--- config.mk ---
export PLATFORM = sky130hd
export DESIGN_NAME = ui_pix_conv
export DESIGN_NICKNAME = d
export VERILOG_FILES = /design/src/rtl/ui_pix_pkg.sv /design/src/rtl/ui_chan_quant.sv /design/src/rtl/ui_pix_conv.sv
export SDC_FILE = /design/constraint.sdc
export NUM_CORES = 1
export LEC_CHECK = 0
export ABC_AREA = 1
export BUFFER_PORTS_ARGS = -buffer_cell sky130_fd_sc_hd__buf_2
export CAP_MARGIN = 15
export CORE_ASPECT_RATIO = 0.5
export CORE_MARGIN = 3
export CORE_UTILIZATION = 57
export DETAILED_ROUTE_END_ITERATION = 16
export GPL_TIMING_DRIVEN = 0
export PLACE_DENSITY = 0.81
export SLEW_MARGIN = 25
export SYNTH_ARGS = -nofsm -noshare
export SYNTH_HDL_FRONTEND = slang
export SYNTH_HIERARCHICAL = 1
export SYNTH_SLANG_ARGS = --single-unit
--- constraint.sdc ---
create_clock -name clk -period 3.8 [get_ports clk]
set_clock_uncertainty 0.1 [all_clocks]
set_input_delay 0 -clock clk [delete_from_list [all_inputs] [get_ports clk]]
set_output_delay 0 -clock clk [all_outputs]
set_load 0.02 [all_outputs]
--- src/rtl/ui_pix_pkg.sv ---
// ============================================================================
// Module  : ui_pix_pkg
// Brief   : Shared quantisation mode codes and 2x2 ordered-dither table.
// Revision: 1.0 - initial release
// ============================================================================
`default_nettype none

package ui_pix_pkg;

    localparam logic [1:0] MODE_TRUNC  = 2'd0;
    localparam logic [1:0] MODE_ROUND  = 2'd1;
    localparam logic [1:0] MODE_DITHER = 2'd2;

    // Bayer = {{0,2},{3,1}}, indexed [y][x]
    function automatic logic [1:0] bayer_val(input logic y, input logic x);
        logic [1:0] r_val;
        case ({y, x})
            2'b00:   r_val = 2'd0;
            2'b01:   r_val = 2'd2;
            2'b10:   r_val = 2'd3;
            default: r_val = 2'd1;
        endcase
        return r_val;
    endfunction

endpackage

`default_nettype wire

--- src/rtl/ui_chan_quant.sv ---
// ============================================================================
// Module  : ui_chan_quant
// Brief   : One colour channel: registered offset sum, then saturate and shift.
// Revision: 1.0 - initial release
// ============================================================================
`default_nettype none

module ui_chan_quant
    import ui_pix_pkg::*;
#(
    parameter int IN_W  = 8,
    parameter int OUT_W = 5
) (
    input  logic              clk,
    input  logic              rst_n,
    input  logic              en,
    input  logic [IN_W-1:0]   pix_in,
    input  logic [1:0]        mode,
    input  logic [1:0]        bayer,
    output logic [OUT_W-1:0]  pix_out,
    output logic              sat
);

    localparam int c_D = IN_W - OUT_W;

    logic [IN_W:0] w_rnd_off;
    logic [IN_W:0] w_dith_off;
    logic [IN_W:0] w_off;
    logic [IN_W:0] r_sum;

    generate
        if (c_D > 0) begin : g_rnd_half
            assign w_rnd_off = (IN_W+1)'(1) << (c_D - 1);
        end else begin : g_rnd_none
            assign w_rnd_off = '0;
        end

        // Dither threshold scaled so its full range spans one output LSB
        if (c_D >= 2) begin : g_dith_shl
            assign w_dith_off = (IN_W+1)'(bayer) << (c_D - 2);
        end else begin : g_dith_shr
            assign w_dith_off = (IN_W+1)'(bayer >> (2 - c_D));
        end
    endgenerate

    always_comb begin
        w_off = '0;
        case (mode)
            MODE_ROUND:  w_off = w_rnd_off;
            MODE_DITHER: w_off = w_dith_off;
            default:     w_off = '0;
        endcase
    end

    always_ff @(posedge clk or negedge rst_n) begin
        if (!rst_n) begin
            r_sum <= '0;
        end else if (en) begin
            r_sum <= {1'b0, pix_in} + w_off;
        end
    end

    assign sat     = r_sum[IN_W];
    assign pix_out = sat ? '1 : OUT_W'(r_sum >> c_D);

endmodule

`default_nettype wire

--- src/rtl/ui_pix_conv.sv ---
// ============================================================================
// Module  : ui_pix_conv
// Brief   : Streaming RGB depth reducer (truncate / round / 2x2 dither), 2-stage.
// Revision: 1.0 - initial release
// ============================================================================
`default_nettype none

module ui_pix_conv
    import ui_pix_pkg::*;
#(
    parameter int IN_W = 8,
    parameter int R_W  = 5,
    parameter int G_W  = 6,
    parameter int B_W  = 5,
    localparam int OUT_DW = R_W + G_W + B_W
) (
    input  logic                clk,
    input  logic                rst_n,
    input  logic [1:0]          cfg_mode,
    input  logic                s_valid,
    output logic                s_ready,
    input  logic [3*IN_W-1:0]   s_data,
    input  logic                s_sof,
    input  logic                s_eol,
    output logic                m_valid,
    input  logic                m_ready,
    output logic [OUT_DW-1:0]   m_data,
    output logic                m_sof,
    output logic                m_eol,
    output logic [15:0]         sat_cnt
);

    logic              r_v1, r_v2;
    logic              r_sof1, r_eol1;
    logic              r_x, r_y;
    logic [1:0]        r_mode;
    logic [15:0]       r_sat_cnt;
    logic [OUT_DW-1:0] r_m_data;
    logic              r_m_sof, r_m_eol;

    logic              w_acc, w_ld2, w_x, w_y;
    logic [1:0]        w_mode, w_bayer, w_nsat;
    logic [15:0]       w_sat_base;
    logic [16:0]       w_sat_sum;
    logic [R_W-1:0]    w_r;
    logic [G_W-1:0]    w_g;
    logic [B_W-1:0]    w_b;
    logic              w_sat_r, w_sat_g, w_sat_b;

    assign s_ready = ~r_v1 | ~r_v2 | m_ready;
    assign w_acc   = s_valid & s_ready;
    assign w_ld2   = r_v1 & (~r_v2 | m_ready);

    // A sof beat starts the frame with its own mode and position (0,0)
    assign w_x     = s_sof ? 1'b0 : r_x;
    assign w_y     = s_sof ? 1'b0 : r_y;
    assign w_mode  = s_sof ? cfg_mode : r_mode;
    assign w_bayer = bayer_val(w_y, w_x);

    ui_chan_quant #(.IN_W(IN_W), .OUT_W(R_W)) u_quant_r (
        .clk(clk), .rst_n(rst_n), .en(w_acc), .pix_in(s_data[3*IN_W-1:2*IN_W]),
        .mode(w_mode), .bayer(w_bayer), .pix_out(w_r), .sat(w_sat_r)
    );
    ui_chan_quant #(.IN_W(IN_W), .OUT_W(G_W)) u_quant_g (
        .clk(clk), .rst_n(rst_n), .en(w_acc), .pix_in(s_data[2*IN_W-1:IN_W]),
        .mode(w_mode), .bayer(w_bayer), .pix_out(w_g), .sat(w_sat_g)
    );
    ui_chan_quant #(.IN_W(IN_W), .OUT_W(B_W)) u_quant_b (
        .clk(clk), .rst_n(rst_n), .en(w_acc), .pix_in(s_data[IN_W-1:0]),
        .mode(w_mode), .bayer(w_bayer), .pix_out(w_b), .sat(w_sat_b)
    );

    assign w_nsat     = {1'b0, w_sat_r} + {1'b0, w_sat_g} + {1'b0, w_sat_b};
    assign w_sat_base = r_sof1 ? 16'd0 : r_sat_cnt;
    assign w_sat_sum  = {1'b0, w_sat_base} + {15'd0, w_nsat};

    always_ff @(posedge clk or negedge rst_n) begin
        if (!rst_n) begin
            r_v1      <= 1'b0;
            r_v2      <= 1'b0;
            r_sof1    <= 1'b0;
            r_eol1    <= 1'b0;
            r_x       <= 1'b0;
            r_y       <= 1'b0;
            r_mode    <= MODE_TRUNC;
            r_sat_cnt <= 16'd0;
            r_m_data  <= '0;
            r_m_sof   <= 1'b0;
            r_m_eol   <= 1'b0;
        end else begin
            if (w_acc) begin
                r_v1   <= 1'b1;
                r_sof1 <= s_sof;
                r_eol1 <= s_eol;
                r_x    <= s_eol ? 1'b0 : ~w_x;
                r_y    <= s_eol ? ~w_y : w_y;
                if (s_sof) begin
                    r_mode <= cfg_mode;
                end
            end else if (w_ld2) begin
                r_v1 <= 1'b0;
            end

            if (w_ld2) begin
                r_v2      <= 1'b1;
                r_m_data  <= {w_r, w_g, w_b};
                r_m_sof   <= r_sof1;
                r_m_eol   <= r_eol1;
                r_sat_cnt <= w_sat_sum[16] ? 16'hFFFF : w_sat_sum[15:0];
            end else if (m_ready) begin
                r_v2 <= 1'b0;
            end
        end
    end

    assign m_valid = r_v2;
    assign m_data  = r_m_data;
    assign m_sof   = r_m_sof;
    assign m_eol   = r_m_eol;
    assign sat_cnt = r_sat_cnt;

endmodule

`default_nettype wire

# Word-level counts from Yosys, hierarchy flattened
# Cells that the tools add are included.
[op_classes]
n_addsub = 6
n_mux = 17
n_reduce_logical = 3
eq_ne = 4
bitwise = 9
[op_table]
columns = ["operator", "n"]
rows = [
  ["$mux W16", 2],
  ["$add A8 B9 Y9", 3],
  ["$add A16 B2 Y17", 1],
  ["$mux W5", 2],
  ["$mux W1", 8],
  ["$mux W6", 1],
  ["$pmux W2 S3", 1],
  ["$pmux W3 S2", 1],
  ["$eq A2 B1 Y1 const B", 2],
  ["$eq A2 B2 Y1 const B", 2],
  ["$not A1 Y1", 4],
  ["$pmux W2 S2", 1],
  ["$reduce_bool A2 Y1", 2],
  ["$or A1 B1 Y1", 3],
  ["$add A1 B1 Y2", 1],
  ["$add A2 B1 Y2", 1],
  ["$and A1 B1 Y1", 2],
  ["$logic_not A2 Y1", 1],
  ["$mux W2", 1],
]
[word_totals]
in_bits = 32
ff_bits = 69
output_inout_bits = 36
word_cells = 53

# Depth between registers and ports, before layout
# Gate-level depths: netlist (run 1).
[depth]
word_depth = 5
depth_mapped = 15
mapped_depth_nobuf = 15

# Hierarchy
# Netlist (run 1), hierarchy kept.
[modules_own_cells]
columns = ["module", "area_per_inst_um2", "cells_per_inst", "seq_area_each_um2", "instances"]
rows = [
  ["ui_pix_conv", 2387.3, 316, 1051.0, 1],
  ["ui_chan_quant at u_quant_b ...", 479.2, 72, 150.1, 2],
  ["ui_chan_quant at u_quant_g", 549.3, 77, 175.2, 1],
]

# Worst setup path after synthesis (run 1)
# OpenSTA, ideal clock, no wires.
[synth_timing]
kind = "register -> register"
from = "register r_sof1"
to = "register r_sat_cnt[6], in the netlist sat_cnt[6]"
required_time_ns = 3.574
path_slack_ns = 1.165
arrival_time_ns = 2.409
synth_period_minus_slack_ns = 2.635
n_path_buf = 1
setup_ns = 0.126
stages_incl_launch_ff = 14
path_cell_list = "dfrtp_1 -> buf_6 -> nor2_1 -> fa_1 -> ha_1 -> inv_1 -> fa_1 -> nor2_1 -> nand2_4 -> nor2_1 -> xor2_1 -> nand2_1 -> nand2_1 -> o21ai_0"
[synth_between]
elab_chain_cells = 3
[synth_rtl]
columns = ["element", "line", "source"]
rows = [
  ["start: declaration", "ui_pix_conv.sv:34", "logic r_sof1, r_eol1;"],
  ["start signal: assignment", "ui_pix_conv.sv:93", "r_sof1 <= s_sof;"],
  ["$mux W16", "ui_pix_conv.sv:74", "assign w_sat_base = r_sof1 ? 16'd0 : r_sat_cnt;"],
  ["$add A16 B2 Y17", "ui_pix_conv.sv:75", "assign w_sat_sum = {1'b0, w_sat_base} + {15'd0, w_nsat};"],
  ["$mux W16", "ui_pix_conv.sv:109", "r_sat_cnt <= w_sat_sum[16] ? 16'hFFFF : w_sat_sum[15:0];"],
  ["end signal: assignment", "ui_pix_conv.sv:109", ""],
  ["end: declaration", "ui_pix_conv.sv:37", "logic [15:0] r_sat_cnt;"],
]
# No other way between the ends.
# A chain may end at the register's enable or synchronous reset.

# Worst setup path in the final report (run 1)
[layout_timing]
from = "input s_sof"
to = "register u_quant_r.r_sum[3]"
[layout_between]
word_cells_on_any_way = 11
cone_classes = "add/sub (1); eq/ne (4); mux (5); reduce/logical (1)"
[layout_rtl]
columns = ["element", "line", "source"]
rows = [
  ["start: declaration", "ui_pix_conv.sv:23", "input logic s_sof,"],
  ["$mux W2 (*)", "-", ""],
  ["net w_mode[0]", "ui_pix_conv.sv:42", "logic [1:0] w_mode, w_bayer, w_nsat;"],
  ["$eq A2 B2 Y1 / $eq A2 B1 Y1 (equally long branches)", "ui_chan_quant.sv:48", "case (mode)"],
  ["$pmux W3 S2 (*)", "ui_chan_quant.sv:48", ""],
  ["$add A8 B9 Y9 (*)", "ui_chan_quant.sv:59", "r_sum <= {1'b0, pix_in} + w_off;"],
  ["end signal: assignment", "ui_chan_quant.sv:59", ""],
  ["end: declaration", "ui_chan_quant.sv:29", "logic [IN_W:0] r_sum;"],
]
# Mark *: on every way through the listed nets, which the timed path passes. The rest lies on a longest branch.

==> results of run 1 <==
[worst reg2reg max path, cell delays in order, from the launching register on]
cell	delay (ns)
dfrtp_1	0.33
inv_1	0.05
o21ai_0	0.59
inv_1	0.12
ha_1	0.28
a21oi_1	0.18
nor2_1	0.08
ha_1	0.32
nand2_1	0.09
o21ai_4	0.22
nand2_1	0.08
nand3_1	0.06
dlygate4sd3_1	0.58
nand2_1	0.05
[flip-flops by register name, summed over array words and instances (netlist names)]
signal,cells
sat_cnt,16
m_valid,1
m_eol,1
m_data,16
m_sof,1
r_v1,1
r_eol1,1
r_mode,2
r_x,1
r_y,1
r_sof1,1
u_quant_r/r_sum,6
u_quant_b/r_sum,6
u_quant_g/r_sum,7
[layer usage]
metal / GRT usage [%] / wire length [um] / vias to the layer above
li1: - / - / 1871
met5: 0 / 0 / -
met3: 7.76 / 506 / 23
met2: 44.9 / 4640 / 96
met1: 32.3 / 4080 / 1727
met4: 9.48 / 176 / 0
[synth_stat cells, types with 3 or more instances]
cell type | n | area, um2
nor2_4 | 7 | 78.8
inv_1 | 58 | 218
or2_1 | 15 | 93.8
buf_6 | 3 | 33.8
nand2_2 | 7 | 43.8
nor2_1 | 31 | 116
nor2_2 | 4 | 25.0
a21oi_1 | 6 | 30.0
nand2_4 | 6 | 67.6
dfrtp_1 | 61 | 1530
o21ai_0 | 18 | 90.1
o21ai_1 | 3 | 15.0
nand4_1 | 10 | 62.6
nand3_2 | 7 | 70.1
ha_1 | 11 | 138
inv_2 | 7 | 26.3
nand3_1 | 39 | 195
clkbuf_1 | 4 | 15.0
nand2_1 | 214 | 803
[cell type report]
cell class	count	area, um2	share of cell area [%]
Clock buffer	11	243	4.95
Sequential cell	61	1530	31.1
Inverter	71	273	5.56
Timing Repair Buffer	91	588	12.0
Tap cell	88	110	2.24
Multi-Input combinational cell	396	2030	41.4
Buffer	9	63.8	1.30
Clock inverter	4	72.6	1.48
[how the worst min path moves through the flow]
stage | end | start | cells past startpoint
after floorplan | m_data[0] | rst_n | 0
after global placement | m_valid | m_ready | 4
after detailed placement | sat_cnt[5] | rst_n | 1
after CTS | u_quant_g/r_sum[5] | s_data[13] | 5
after global routing | u_quant_g/r_sum[7] | s_data[13] | 7
final | u_quant_g/r_sum[5] | s_data[13] | 5
[what timing repair did]
item                                   4_1_cts  5_1_grt
hold buffers                                26        0
buffers inserted                             0        0
endpoints found under the hold margin       85        0
[power breakdown]
| part | internal [mW] | switching, mW | leakage (nW) |
|---|---|---|---|
| clock network | 0.586 | 0.278 | 0.152 |
| registers | 0.752 | 0.0567 | 0.782 |
| logic | 0.179 | 0.342 | 1.83 |
[per-stage QoR]
| stage | hold slack (ns) | setup WS, ns | area, um2 | power, mW | instances |
|---|---|---|---|---|---|
| final | 0.0129 | 0.533 | 4910 | 2.19 | 731 |
| after CTS | 0.00439 | 0.607 | 4910 | 2.20 | 731 |
| after floorplan | -0.396 | 1.16 | 3890 | 1.14 | 537 |
| after detailed placement | 0.0155 | 0.982 | 4330 | 1.31 | 690 |
| after global placement | 0.169 | 1.00 | 4330 | 1.30 | 690 |
| after global routing | 0.0362 | 0.352 | 4910 | 2.31 | 731 |
[kinds of logic after synthesis]
group,Yosys count
flops,61
simple gates,348
compound gates,32
fa+ha+maj,13
xor+xnor,3
buf+inv,80
==> impl_summary.log, run 1 <==
[metrics] htree depth: 3
[metrics] critical path depth: 14
[metrics] Clock Tree Buf Depth: 2
[metrics] result of the run: completed
[metrics] startpoint of the most critical setup path: s_sof
[metrics] global-route usage over all layers: 26.5%
[metrics] Pins Over Slew Limit: 0
[metrics] standard cell core area: 6330 um2
[metrics] most frequent cell on the critical path: nand2_1
[metrics] distinct cell type count of the synthesized netlist: 36
[metrics] min Tclk post-route: ~3.3 ns
[metrics] syn_nets: 582
[metrics] Rel. slew slack: 45.7%
[metrics] path category of the worst min-delay check: input port to flip-flop
[metrics] via density per instance: 5.08
[metrics] critical setup path kind: input port to flip-flop
[metrics] fraction of final layout cells sized beyond drive strength 1: between 20 and 25%
[metrics] number of remaining DRC errors: 0
[metrics] final antenna-violating net count: 0
[metrics] Clk Latency, worst-skew pair: 0.33 ns
[metrics] combined buffer and inverter count along the critical path: 4
[metrics] TritonCTS clock tree: built
[metrics] number of failing hold endpoints at the final stage: 0
[metrics] combinational family with the most area after synthesis: simple AND/OR/NAND/NOR gates
[metrics] WL per Instance: about 13 um
[metrics] number of max-cap violations: 0
[metrics] total number of clock tree sinks: 61
[metrics] summed negative setup slack over all endpoints: 0 ns
[metrics] post-CTS clock slew at the launch and capture registers of the worst setup and hold paths: 0.05 ns
[metrics] post-synthesis adder-cell area fraction: 4.56%
[metrics] Max FO, Critical Path: 7
[metrics] fraction of synthesized cell area in xor and xnor cells: 0.675%
[metrics] TritonRoute pass-1 iters: 4
[metrics] Power Dens Cells: about 450 nW/um2
[metrics] DP HPWL: 6180 um
[metrics] Layout Area Growth over Synthesis: 26.0%
[metrics] reg-to-reg setup timing slack: 0.56 ns
[metrics] sequential share of the synthesized area: 39.2%
[metrics] leakage dissipation: 2.76 nW
[metrics] Critical Path Slowest Stage Cell: o21ai_0
[metrics] count of synthesis-stage warnings from yosys: 6
[metrics] number of filler instances in the final layout: 474
[metrics] post-synthesis simple-gate area fraction: 42.0%
[metrics] RSZ-0062 raised after global routing: false
[metrics] number of clock buffers inserted by TritonCTS: 9
[metrics] buffer type at the clock tree root: clkbuf_16
[metrics] reg-to-reg critical path endpoint: u_quant_r/r_sum[3]
[metrics] Least-Margin Pin Slew: 0.806 ns
[metrics] arrival time of the worst setup path: ~3.4 ns
[metrics] sum of routed wire length over all layers: 9410 um
[metrics] final-report setup violation count: 0
[metrics] horizontal extent of the die: roughly 120 um
[metrics] worst reg-to-reg path cell count: 13
[metrics] Iteration-0 DRC Markers: 220
[metrics] count of input and output buffers: 65
[metrics] number of antenna violations at the first check in global routing: 0
[metrics] commonest cells after routing, fill and taps aside: nand2_1 (214), buf_2 (64), dfrtp_1 (61)
[metrics] Setup crit start kind: input port
[metrics] die height: 64.5 um
[metrics] multiplexer area fraction after synthesis: 0%
[metrics] total of flip-flops plus latches after synthesis: 61
[metrics] effective utilization at floorplan: 61.5%
[metrics] average instance area after synthesis: 7.25 um2
[metrics] Crit. End Element: flip-flop
[metrics] termination of the worst setup path: u_quant_r/r_sum[3]
[metrics] pin count of the biggest net entering global routing: 62
[metrics] Fmax: 306 MHz
[metrics] count of nets after finishing: 684
[metrics] commonest non-fill, non-tap cell in the layout: nand2_1
[metrics] Final Core Density: 77.5%
[metrics] maximum VDD drop: about 0.25 mV
[metrics] synthesized-area fraction occupied by ao, oa, aoi and oai cells: 4.88%
[metrics] GRT overflow: 0
[metrics] startpoint of the worst-slack reg-to-reg timing path: r_mode[0]
[metrics] standard-cell rows: 20
[metrics] die area: approximately 7900 um2
[metrics] Crit path max-delay family: buffers and inverters
[metrics] GPL Wtd Cong: 0.916
[metrics] number of resized instances in the post-cts repair step: 0
[metrics] crit-path cells: dlygate4sd3_1 > buf_2 > o21ai_0 > inv_1 > ha_1 > a21oi_1 > nor2_1 > ha_1 > nand2_1 > o21ai_4 > nand2_1 > nand3_1 > dlygate4sd3_1 > nand2_1
[metrics] Ant. Diodes: 0
[metrics] Post-synth ARST share: 100%
[metrics] wire length of the first global-routing pass: 16,500 um
[metrics] prevailing post-synth register cell: dfrtp_1
[metrics] top-level port count: 68
[metrics] final period utilization: 86.0%
[metrics] Syn Std Cell Area: ~4000 um2
[metrics] vias in the first global route: roughly 3.6k
[metrics] slowest stage delay, CP: just over 0.6 ns
[metrics] via count: 3,717
[metrics] number of synthesized flops with an enable pin: 0
[metrics] number of standard cells after synthesis: 537
[metrics] critical path required time: 3.92 ns
Power figures use the tool's default switching activity.
==> run 2, diff against run 1 <==
--- a/config.mk
+++ b/config.mk
@@ -6,7 +6,7 @@
 export NUM_CORES = 1
 export LEC_CHECK = 0
 export ABC_AREA = 1
-export BUFFER_PORTS_ARGS = -buffer_cell sky130_fd_sc_hd__buf_2
+export BUFFER_PORTS_ARGS = -buffer_cell sky130_fd_sc_hd__buf_4
 export CAP_MARGIN = 15
 export CORE_ASPECT_RATIO = 0.5
 export CORE_MARGIN = 3
==> impl_summary.log, run 2 (synthesis gave the netlist of run 1 again) <==
[metrics] count of input and output buffers: 65
[metrics] final-report setup violation count: 0
[metrics] Clock Tree Buf Depth: 2
[metrics] count of nets after finishing: 686
[metrics] Post-CTS Repair Setup Buffers: 0
[metrics] htree depth: 3
[metrics] number of remaining DRC errors: 0
[metrics] total number of clock tree sinks: 61
[metrics] wire length of the first global-routing pass: 16,600 um
[metrics] standard-cell rows: 20
[metrics] hold-critical path endpoint: u_quant_b/r_sum[6]
[metrics] net switching power figure: approximately 710 uW
[metrics] sum of routed wire length over all layers: 9560 um
[metrics] commonest cells after routing, fill and taps aside: nand2_1 (214), buf_4 (67), dfrtp_1 (61)
[metrics] standard cell core area: 6330 um2
[metrics] TritonCTS clock tree: built
[metrics] buffer type at the clock tree root: clkbuf_16
[metrics] dpl cell area: 4490 um2
[metrics] die area: roughly 8000 um2
[metrics] Max FO, Critical Path: 7
[metrics] pin count of the biggest net entering global routing: 62
[metrics] Power Dens Cells: about 420 nW/um2
[metrics] vias in the first global route: 3,675
[metrics] number of filler instances in the final layout: 450
[metrics] GPL Wtd Cong: ~0.88
[metrics] reg-to-reg setup timing slack: 0.48 ns
[metrics] Critical Path Slowest Stage Cell: o21ai_0
[metrics] clock share of power: 35.3%
[metrics] maximum VDD drop: 0.294 mV
[metrics] die height: 64.5 um
[metrics] startpoint of the worst-slack reg-to-reg timing path: r_mode[0]
[metrics] Pins Over Slew Limit: 0
[metrics] critical setup path kind: input port to flip-flop
[metrics] path category of the worst min-delay check: input port to flip-flop
[metrics] Layout Area Growth over Synthesis: 29.6%
[metrics] effective utilization at floorplan: 61.5%
[metrics] multi-input combinational cell area: 2030 um2
[metrics] sequential power share: a little under two fifths
[metrics] Crit path max-delay family: buffers and inverters
[metrics] combined buffer and inverter count along the critical path: 4
[metrics] worst reg-to-reg path cell count: 12
[metrics] GRT overflow: 0
[metrics] Least-Margin Pin Slew: 0.794 ns
[metrics] global-route usage over all layers: between 20% and 30%
[metrics] critical path required time: 3.96 ns
[metrics] leakage dissipation: 2.78 nW
[metrics] commonest non-fill, non-tap cell in the layout: nand2_1
[metrics] final antenna-violating net count: 0
[metrics] horizontal extent of the die: 123 um
[metrics] result of the run: completed
[metrics] Clk Latency, worst-skew pair: 0.34 ns
[metrics] number of antenna violations at the first check in global routing: 0
[metrics] fraction of final layout cells sized beyond drive strength 1: 20.9%
[metrics] Fmax: 298 MHz
[metrics] number of resized instances in the post-cts repair step: 0
[metrics] Setup crit start kind: input port
[metrics] min Tclk post-route: around 3.4 ns
[metrics] internal power of the cells: 1.42 mW
[metrics] via count: 3,777
[metrics] worst hold-check slack: 0.0101 ns
[metrics] Worst Hold Depth: 5
[metrics] area taken by flip-flops and latches: 1530 um2
[metrics] final non-filler cell area: 5050 um2
[metrics] Iteration-0 DRC Markers: 297
[metrics] top-level port count: 68
[metrics] Ant. Diodes: 0
[metrics] number of failing hold endpoints at the final stage: 0
[metrics] TritonRoute pass-1 iters: 5
[metrics] final period utilization: 88.3%
[metrics] DP HPWL: 6420 um
[metrics] number of max-cap violations: 0
[metrics] slowest stage delay, CP: 0.64 ns
[metrics] Final Core Density: 79.7%
[metrics] summed negative setup slack over all endpoints: 0 ns
[metrics] crit-path cells: dlygate4sd3_1 > buf_4 > o21ai_0 > inv_1 > ha_1 > a21oi_1 > nor2_1 > ha_1 > nand2_1 > o21ai_4 > nand2_1 > o21ai_1 > dlygate4sd3_1
[metrics] reg-to-reg critical path endpoint: u_quant_r/r_sum[8]
[metrics] RSZ-0062 raised after global routing: false
[metrics] final total power: 2.13 mW
[metrics] WL per Instance: 13.0 um
[metrics] launch instance of the worst min-delay path: s_data[6]
[metrics] arrival time of the worst setup path: roughly 3.5 ns
[metrics] post-CTS clock slew at the launch and capture registers of the worst setup and hold paths: 0.06 ns
[metrics] switching share of power: about 33%
[metrics] Crit. End Element: flip-flop
[metrics] part of the power in combinational logic: between 20% and 30%
[metrics] number of clock buffers inserted by TritonCTS: 9
[metrics] Rel. slew slack: about 47%
[metrics] via density per instance: 5.15
run 2: cell types whose count changed in the layout (fill, tap and decap cells not counted), sizes merged:
cell / previous run / this run
bufinv: 2 / 0
inv: 66 / 67
clkinv: 4 / 6
clkinvlp: 3 / 5
dlygate4sd3: 26 / 28
clkbuf: 15 / 13
run 2: power by group through the flow:
stage	Sequential (mW)	Clock [mW]	Combinational [mW]
5_1_grt	0.824	0.792	0.624
3_3_place_gp	0.818	0	0.527
3_5_place_dp	0.820	0	0.537
4_1_cts	0.811	0.757	0.564
6_report	0.812	0.750	0.563
2_1_floorplan	0.886	0	0.251
run 2: per-layer routing:
metal / GRT usage, % / wire length (um)
met1: 32.8 / 4120
met2: 44.8 / 4730
met3: 8.11 / 560
met4: 9.62 / 156
met5: 0 / 0
run 2: worst max path at each step:
stage | from | to | slack (ns) | cells past startpoint
after floorplan | r_sof1 | sat_cnt[6] | 1.16 | 13
after global placement | r_sof1 | sat_cnt[3] | 1.00 | 14
after detailed placement | r_sof1 | sat_cnt[6] | 0.97 | 13
after CTS | s_sof | u_quant_r/r_sum[3] | 0.63 | 14
after global routing | r_mode[0] | u_quant_r/r_sum[8] | 0.25 | 12
final | s_sof | u_quant_r/r_sum[8] | 0.45 | 13
run 2: metrics by stage:
step / worst slack, ns / instances
detailed placement: 0.967 / 690
finish: 0.445 / 734
floorplan: 1.16 / 537
CTS: 0.626 / 734
global placement: 1.00 / 690
global route: 0.247 / 734
run 2: final cells by class:
class	instances	area share, %
multi-input cells	396	40.2
flip-flops and latches	61	30.2
repair buffers	93	15.2
inverters	71	5.40
clock buffers	9	4.46
well taps	88	2.18
plain buffers	9	1.26
clock inverters	7	0.991
run 2: worst min-delay path, cell delays in order:
cell and delay, ns:
buf_4 0.11, clkinvlp_2 0.08, nand3_1 0.09, nand3_1 0.08
nand2_1 0.05
run 2: what timing repair did:
item	CTS	global route
hold endpoints to repair	85	0
endpoints found under the setup margin	0	0
hold buffers	28	0
==> run 3, diff against run 2 <==
--- a/config.mk
+++ b/config.mk
@@ -5,15 +5,14 @@
 export SDC_FILE = /design/constraint.sdc
 export NUM_CORES = 1
 export LEC_CHECK = 0
-export ABC_AREA = 1
 export BUFFER_PORTS_ARGS = -buffer_cell sky130_fd_sc_hd__buf_4
 export CAP_MARGIN = 15
 export CORE_ASPECT_RATIO = 0.5
 export CORE_MARGIN = 3
-export CORE_UTILIZATION = 57
+export CORE_UTILIZATION = 55
 export DETAILED_ROUTE_END_ITERATION = 16
 export GPL_TIMING_DRIVEN = 0
-export PLACE_DENSITY = 0.81
+export PLACE_DENSITY = 0.8
 export SLEW_MARGIN = 25
 export SYNTH_ARGS = -nofsm -noshare
 export SYNTH_HDL_FRONTEND = slang
==> impl_summary.log, run 3 <==
[metrics] Fmax: approximately 280 MHz
[metrics] sequential share of the synthesized area: between 40 and 50%
[metrics] standard-cell rows: 19
[metrics] sum of routed wire length over all layers: 9340 um
[metrics] via count: around 3.3k
[metrics] Final Worst Setup Slack: 0.256 ns
[metrics] count of synthesis-stage warnings from yosys: 6
[metrics] hold-fix buffer count after cts: 33
[metrics] pin count of the biggest net entering global routing: between 60 and 70
[metrics] top-level port count: 68
[metrics] Pins Over Slew Limit: 0
[metrics] DP HPWL: between 5000 and 6000 um
[metrics] area share of the largest cell type after synthesis: 44.2%
[metrics] die height: 62.0 um
[metrics] Setup crit start kind: flip-flop
[metrics] Post-synth ARST share: 100%
[metrics] most area-hungry cell type in the Yosys netlist: dfrtp_1
[metrics] leakage dissipation: 2.22 nW
[metrics] final period utilization: 93.3%
[metrics] result of the run: completed
[metrics] Ant. Diodes: 0
[metrics] RSZ-0062 raised after global routing: false
[metrics] post-CTS clock slew at the launch and capture registers of the worst setup and hold paths: 0.06 ns
[metrics] number of clock buffers inserted by TritonCTS: 9
[metrics] total length of routed met2 wires: 4710 um
[metrics] Iteration-0 DRC Markers: 370
[metrics] effective utilization at floorplan: 59.7%
[metrics] most frequently used cell type in the post-synthesis netlist: nand2_1
[metrics] commonest non-fill, non-tap cell in the layout: buf_4
[metrics] syn_nets: 404
[metrics] Power Dens Cells: 501 nW/um2
[metrics] arrival time of the worst setup path: around 3.7 ns
[metrics] vias in the first global route: 3,209
[metrics] maximum VDD drop: 0.251 mV
[metrics] Crit. End Element: flip-flop
[metrics] number of synthesized flops with an enable pin: 0
[metrics] number of standard cells after synthesis: 359
[metrics] average instance area after synthesis: 9.61 um2
[metrics] count of input and output buffers: between 60 and 70
[metrics] Post-CTS Repair Setup Buffers: 0
[metrics] min Tclk post-route: about 3.5 ns
[metrics] number of antenna violations at the first check in global routing: 0
[metrics] horizontal extent of the die: 118 um
[metrics] number of filler instances in the final layout: about 350
[metrics] Least-Margin Pin Slew: 0.760 ns
[metrics] number of failing hold endpoints at the final stage: 0
[metrics] global-route usage over all layers: 27.0%
[metrics] standard cell core area: 5780 um2
[metrics] critical path required time: 3.96 ns
[metrics] critical setup path kind: flip-flop to flip-flop
[metrics] Max FO, Critical Path: 10
[metrics] commonest cells after routing, fill and taps aside: buf_4 (65), nand2_1 (63), dfrtp_1 (61)
[metrics] total number of clock tree sinks: 61
[metrics] TritonCTS clock tree: built
[metrics] count of nets after finishing: roughly 510
[metrics] prevailing post-synth register cell: dfrtp_1
[metrics] worst slack at placement: 0.393 ns
[metrics] distinct cell type count of the synthesized netlist: 52
[metrics] final-report setup violation count: 0
[metrics] buffer type at the clock tree root: clkbuf_16
[metrics] leading cell types by count after synthesis: nand2_1 (63), dfrtp_1 (61), nor2_1 (21)
[metrics] htree depth: 3
[metrics] total of flip-flops plus latches after synthesis: 61
[metrics] die area: 7320 um2
[metrics] Clock Tree Buf Depth: 2
[metrics] number of max-cap violations: 0
[metrics] number of remaining DRC errors: 0
[metrics] Layout Area Growth over Synthesis: 35.5%
[metrics] path category of the worst min-delay check: input port to flip-flop
[metrics] Clk Latency, worst-skew pair: 0.33 ns
[metrics] GRT overflow: 0
[metrics] summed negative setup slack over all endpoints: 0 ns
[metrics] TritonRoute pass-1 iters: 5
[metrics] sum of routed wire segments on met1: 3850 um
[metrics] wire length of the first global-routing pass: 15,500 um
[metrics] WL per Instance: 16.8 um
[metrics] number of resized instances in the post-cts repair step: 0
[metrics] fraction of final layout cells sized beyond drive strength 1: 27.1%
[metrics] GPL Wtd Cong: 0.919
[metrics] Syn Std Cell Area: 3450 um2
[metrics] via density per instance: 5.89
[metrics] Synth area leaders: dfrtp_1 (44%), nand2_1 (6.9%), ha_1 (4.0%)
[metrics] uppermost layer routed: met4
[metrics] Rel. slew slack: 49.3%
[metrics] final antenna-violating net count: 0
[metrics] routed length on met3: 542 um
## run 3: worst max-delay path, cell delays in order (launching register included)
cell and delay (ns):
dfrtp_1 0.37, mux2_2 0.33, ha_1 0.21, a21oi_1 0.12
nor2_1 0.05, ha_1 0.27, a41oi_1 0.31, buf_2 0.27
o21ai_0 0.14, dlygate4sd3_1 0.58, a31oi_1 0.16, dlygate4sd3_1 0.56
## run 3: cells by family after synthesis
family / share of synthesized area (%)
AOI/OAI and AO/OA: 16.7
xor gates and xnor gates: 1.02
adders and majority gates: 5.15
buffers and inverters: 3.63
DFF: 44.2
muxes: 3.52
and+or+nand+nor: 25.8
## run 3: layout make-up
cell class,count,area (um2),share of cell area (%)
multi-input cells,268,1800,38.5
clock inverters,7,82.6,1.77
plain buffers,12,57.6,1.23
well taps,84,105,2.25
repair buffers,97,811,17.3
flip-flops and latches,61,1530,32.7
inverters,18,67.6,1.45
clock buffers,9,225,4.82
## run 3: final timing paths
kind	from	end	slack, ns	cells past startpoint
setup / recovery	r_mode[1]	u_quant_g/r_sum[4]	0.26	11
hold / removal	s_sof	r_x	0.06	3
setup reg to reg	r_mode[1]	u_quant_g/r_sum[4]	0.26	11
hold reg to reg	m_data[7]	m_data[7]	0.38	2
max in group asynchronous	rst_n	m_data[4]	2.91	2
min in group asynchronous	rst_n	sat_cnt[12]	0.18	2
## run 3: per-stage QoR
step	cell area, um2	hold slack (ns)	utilization [%]	std cells	total power, mW
2_1_floorplan	3450	-0.396	-	359	1.23
3_3_place_gp	4040	0.00726	69.9	507	1.45
3_5_place_dp	4040	0.0191	69.9	507	1.48
4_1_cts	4670	0.0526	80.9	556	2.34
5_1_grt	4670	0.0835	80.9	556	2.46
6_report	4670	0.0560	80.9	556	2.34
## run 3: report_power, final
| group | total, mW | internal (mW) | switching, mW | leakage, nW |
|---|---|---|---|---|
| sequential | 0.870 | 0.763 | 0.108 | 0.743 |
| combinational | 0.641 | 0.292 | 0.349 | 1.33 |
| clock | 0.829 | 0.517 | 0.312 | 0.145 |
| total | 2.34 | 1.57 | 0.769 | 2.22 |
## run 3: metal layers
layer	vias to the layer above	track usage, %
li1	1503	-
met5	-	0
met1	1627	31.0
met2	117	50.5
met4	0	10.0
met3	28	8.05
